`src/rtl/fetch_stall_pipe.sv`:
```
// Front end of the pipeline: PC, IF/ID and ID/EX control registers.
// Hazard-unit holds/bubbles and ID branch redirects are applied here, with saturating debug counters.
module fetch_stall_pipe #(
    parameter int unsigned   ADDR_W   = 32,
    parameter int unsigned   INSTR_W  = 32,
    parameter int unsigned   CTRL_W   = 16,
    parameter logic [ADDR_W-1:0] RESET_PC = '0,
    parameter int unsigned   CNT_W    = 16
) (
    input  logic                clk,
    input  logic                rst_n,
    input  logic                pc_write,
    input  logic                if_id_write,
    input  logic                control_mux_select,
    input  logic                branch_taken,
    input  logic [ADDR_W-1:0]   branch_target,
    input  logic [INSTR_W-1:0]  imem_instr,
    input  logic [CTRL_W-1:0]   id_ctrl,
    output logic [ADDR_W-1:0]   pc,
    output logic [INSTR_W-1:0]  if_id_instr,
    output logic [ADDR_W-1:0]   if_id_pc4,
    output logic                if_id_valid,
    output logic [CTRL_W-1:0]   id_ex_ctrl,
    output logic                id_ex_valid,
    output logic [CNT_W-1:0]    stall_count,
    output logic [CNT_W-1:0]    flush_count
);

    logic              accept;
    logic [ADDR_W-1:0] pc_plus4;

    // A stalled ID instruction has unready operands, so it may not redirect.
    assign accept   = branch_taken & if_id_valid & ~control_mux_select;
    assign pc_plus4 = pc + ADDR_W'(4);

    always_ff @(posedge clk) begin
        if (!rst_n) begin
            pc          <= RESET_PC;
            if_id_instr <= '0;
            if_id_pc4   <= '0;
            if_id_valid <= 1'b0;
            id_ex_ctrl  <= '0;
            id_ex_valid <= 1'b0;
            stall_count <= '0;
            flush_count <= '0;
        end else begin
            if (accept)
                pc <= branch_target;
            else if (pc_write)
                pc <= pc_plus4;

            // Flush keeps if_id_pc4 so only the instruction slot is killed.
            if (accept) begin
                if_id_instr <= '0;
                if_id_valid <= 1'b0;
            end else if (if_id_write) begin
                if_id_instr <= imem_instr;
                if_id_pc4   <= pc_plus4;
                if_id_valid <= 1'b1;
            end

            if (control_mux_select || !if_id_valid) begin
                id_ex_ctrl  <= '0;
                id_ex_valid <= 1'b0;
            end else begin
                id_ex_ctrl  <= id_ctrl;
                id_ex_valid <= 1'b1;
            end

            if (control_mux_select && (stall_count != {CNT_W{1'b1}}))
                stall_count <= stall_count + CNT_W'(1);
            if (accept && (flush_count != {CNT_W{1'b1}}))
                flush_count <= flush_count + CNT_W'(1);
        end
    end

endmodule

```
`config.mk`:
```
export PLATFORM = sky130hd
export DESIGN_NAME = fetch_stall_pipe
export DESIGN_NICKNAME = d
export VERILOG_FILES = /design/src/rtl/fetch_stall_pipe.sv
export SDC_FILE = /design/constraint.sdc
export NUM_CORES = 1
export LEC_CHECK = 0
export CAP_MARGIN = 10
export CORE_UTILIZATION = 49
export DETAILED_ROUTE_END_ITERATION = 12
export HOLD_SLACK_MARGIN = 0.15
export PLACE_DENSITY = 0.88
export SETUP_SLACK_MARGIN = 0.5
export SYNTH_ARGS = -nofsm -noshare
export SYNTH_HDL_FRONTEND = slang
export SYNTH_SLANG_ARGS = --single-unit
```
`constraint.sdc`:
```
create_clock -name clk -period 3.35 [get_ports clk]
set_clock_uncertainty 0.1 [all_clocks]
set_input_delay 0.335 -clock clk [delete_from_list [all_inputs] [get_ports clk]]
set_output_delay 0.335 -clock clk [all_outputs]
set_load 0.02 [all_outputs]
```
Yosys cells after proc, flatten, opt, wreduce, memory -nomap -nowiden
Cells that the tools add are included.

word-level totals
  register bits = 146
  input port bits = 86
  output and inout port bits = 146
  logic and storage cells = 29

cells by class
  $add $sub $neg = 3
  eq/ne operators = 2
  multiplexer cells = 3
  bitwise gates (word level) = 5
  reductions and logical operators = 8

operator list
  cell                                                              number
  32-bit 2-to-1 mux                                                 2
  16-bit by 1-bit adder with 16-bit output (second input constant)  2
  32-bit by 3-bit adder with 32-bit output (second input constant)  1
  16-bit inequality test (second input constant)                    2
  2-bit OR reduction                                                2
  1-bit NOT                                                         3
  1-bit bitwise AND                                                 2
  1-bit logical AND                                                 2
  2-bit AND reduction                                               1
  2-bit nonzero test                                                1
  1-bit logical NOT                                                 1
  1-bit logical OR                                                  1
  1-bit 2-to-1 mux                                                  1

Depth between registers and ports, before layout
  depth after elaboration = 4
  gate-level depth with buffers = 7
  depth with buffers taken out = 5

Least setup slack after synthesis
Ideal clock, no wire load.

  kind = register -> register
  start point = reg pc[2]
  end point = reg if_id_pc4[20]
  library setup time = 91 ps
  arrival time = 1967 ps
  data required time = 3159 ps
  path slack = 1192 ps
  stages on the path, launching flop included = 7
  buffers on the path = 1
  clock period less this slack = 2158 ps
  path through = dfxtp_1 > ha_1 > and4_1 > buf_4 > nand2_1 > or4_1 > a311oi_1

between the ends
  word-level cells in the longest chain between the ends = 1

RTL lines
  item                                      line  text
  start: declaration                        19    output logic [ADDR_W-1:0] pc,
  start signal: assignment                  48    pc <= branch_target;
  start signal: assignment                  50    pc <= pc_plus4;
  32-bit by 3-bit adder with 32-bit output  34    assign pc_plus4 = pc + ADDR_W'(4);
  end signal: assignment                    58    if_id_pc4 <= pc_plus4;
  end: declaration                          21    output logic [ADDR_W-1:0] if_id_pc4,

Every way passes these cells.
A chain may end at the register's enable or synchronous reset.

Worst setup path after layout
  start point = reg pc[2]
  end point = reg if_id_pc4[28]

The elaborated chain is that of the path after synthesis.

==> impl_metrics.tcl <==
set metrics [dict create \
    finalCriticalPeriod_ps 2602 \
    fp-row-count 42 \
    core_sq_um 13240 \
    synthFlopType "dfxtp_1" \
    async_flop_share_pct 0 \
    ys_ff_latch 146 \
    initial_utilization_pct 50.23 \
    first_pass_iters 5 \
    nets 1055 \
    grt_setup_unrepaired "no" \
    worstPathMaxFanout 13 \
    fmax_ghz 0.3844 \
    final_util_pct 72.86 \
    synth_top_area_share_pct 43.94 \
    tns_ps 0 \
    clk_transition_reported_paths_ps 60 \
    vias_per_cell 5.816 \
    synth_top_cell_by_area "dfxtp_1" \
    period_share_pct 77.66 \
    setup_violations 0 \
    synth-edff-count 0 \
    netlist_instances 765 \
    crit_family "simple AND/OR/NAND/NOR gates" \
    cts_tree "built" \
    final_cell_mix "clkdlybuf4s50_1 (229), dfxtp_1 (146), nand2_1 (64), nor2_1 (61), o21ai_0 (53)" \
    hpwl_mm 13.94 \
    portBuffers 231 \
    peakVddDrop_uv 434.5 \
    ys.warnings.count 0 \
    drtAntennaViolNets 0 \
    final_common_cell "clkdlybuf4s50_1" \
    overflow 0 \
    grt_pass1_vias 6200 \
    worstSetupPathType "reg2reg" \
    dpl.cell_count 1123 \
    avgSynthCellArea_sq_um 8.695 \
    status "finished clean" \
    slew_headroom_pct 53.95 \
    die_h_um 118.5 \
    cts_max_level 4 \
    p_leak_nw 3.421 \
    end_kind "flip-flop" \
    drv_slew 0 \
    cp_cell_sequence "ha_1 > and4_1 > nand4_1 > or4_1 > a31oi_1" \
    maxCapViolCount 0 \
    post-cts-setup-buffers 0 \
    grt_pass1_wl_mm 31.49 \
    grt_usage_pct 28.57 \
    clockBufferDepth 2 \
    synth.yosys.seq_area_share_pct 43.94 \
    syn_nets 854 \
    cp.required_ps 3610 \
    fp.dieArea_sq_um 14040 \
    die_x_um 118.5 \
    numCtsBuffers 17 \
    clk_latency_ps 430 \
    synthTopCellsByArea "dfxtp_1 (44%), mux2i_1 (7.5%), o21ai_0 (4.0%)" \
    cpMaxStageDelayCell "or4_1" \
    cp_slowest_stage_delay_ps 640 \
    drt_iter0_drc 863 \
    n_fill_cell 1002 \
    route.detailed.drc 0 \
    synth_cell_types 51 \
    boundaryPins 232 \
    clock-sinks 146 \
    num_vias 6718 \
    wl_per_cell_um 17.33 \
    antenna_cells 0 \
    hold_path_class "in2reg" \
    grt_antenna_before_repair 0 \
    cts_hold_buf 0 \
    hold_violations 0 \
    cp-start-kind "flip-flop" \
    cts-root-buf "clkbuf_16" \
    final_cells 1155 \
    cts.repair.resized 0 \
    grt_max_degree 74 \
    worst_slew_pin_slew_ps 681.2 \
    syn_to_final_growth_pct 45.07 \
    syn_area_sq_um 6651 \
    gp_congestion 0.8660 \
    routed_wl_mm 20.02 \
    drive_gt1_share_pct 5.209 \
    power_density_nw_per_um2 472.4 \
    worstPathArrival_ps 2860 \
    path_buf_inv 0 \
]
worst min-delay path: cells and delay by family:
family | cells | cell delay [ps]
simple gates | 1 | 90
mux | 1 | 60
buf+inv | 1 | 180
per-stage QoR:
stage | area, sq um | hold WS, ps | worst slack (ps) | power [mW]
after global placement | 9009 | 347.2 | 883.1 | 2.501
after floorplan | 6651 | 345.5 | 1192 | 2.194
after global routing | 9649 | 207.2 | 552.8 | 4.709
after detailed placement | 9009 | 348.1 | 795.6 | 2.515
after CTS | 9649 | 166.7 | 759.0 | 4.581
final | 9649 | 179.4 | 748.3 | 4.558
routing by layer:
| metal | wire (um) | share of wire (%) | vias up | track usage, % |
|---|---|---|---|---|
| li1 | - | - | 3217 | - |
| met1 | 8141 | 41 | 3143 | 34.86 |
| met2 | 9772 | 49 | 317 | 47.61 |
| met3 | 1583 | 7.9 | 41 | 8.301 |
| met4 | 520 | 2.6 | 0 | 10.68 |
| met5 | 0 | 0 | - | 0 |
flip-flops by register name, summed over array words and instances (netlist names):
name         flops
if_id_instr     32
id_ex_ctrl      16
if_id_pc4       32
id_ex_valid      1
if_id_valid      1
stall_count     16
flush_count     16
pc              32
kinds of logic after synthesis:
logic type / Yosys count / share of synthesized area (%)
simple gates: 302 / 24.21
compound gates: 173 / 16.06
flops: 146 / 43.94
buf+inv: 66 / 4.364
mux: 51 / 7.694
xor+xnor: 24 / 3.160
fa+ha+maj: 3 / 0.5644
report_power, final:
| part | total, mW | internal, mW | switching, mW |
|---|---|---|---|
| clock network | 2.07 | 1.32 | 0.755 |
| logic | 0.594 | 0.301 | 0.293 |
| registers | 1.89 | 1.82 | 0.0751 |
| total | 4.56 | 3.43 | 1.12 |
synth_stat cells (2+ instances only):
library cell  count
or4_1            23
buf_4             5
nor4_1            5
nor2_1           62
a311oi_1          7
and2_1           23
and4_1            6
o41ai_1           2
o21ai_0          53
a311o_1           2
nand2_1          64
or3_1            17
and3_1           11
ha_1              3
a31oi_1          25
nand3_1          29
a2111oi_0         2
nand2b_1         14
o31a_1            2
nor2b_1           2
buf_1             9
nand4_1          27
a21oi_1          37
buf_2            13
xnor2_1           2
o31ai_1          20
o211ai_1          4
xor2_1           22
clkbuf_1         32
nor3_1            9
dfxtp_1         146
a211oi_1         14
mux2i_1          50
inv_1             6
path summary, 6_finish.rpt:
check        slack (ps)  cells past startpoint          from              end
max                 750                      5         pc[2]    if_id_pc4[28]
min                 180                      3         rst_n  stall_count[15]
max reg2reg         750                      5         pc[2]    if_id_pc4[28]
min reg2reg         350                      2  if_id_pc4[3]     if_id_pc4[3]
area by class of cell:
class | count | area (sq um) | area share, %
well taps | 176 | 220.2 | 2.282
multi-input cells | 553 | 3446 | 35.71
repair buffers | 242 | 2397 | 24.84
clock inverters | 14 | 211.5 | 2.191
clock buffers | 18 | 429.2 | 4.448
flip-flops and latches | 146 | 2923 | 30.29
inverters | 6 | 22.52 | 0.2334
Note: power is estimated with default switching activity, not from simulation.
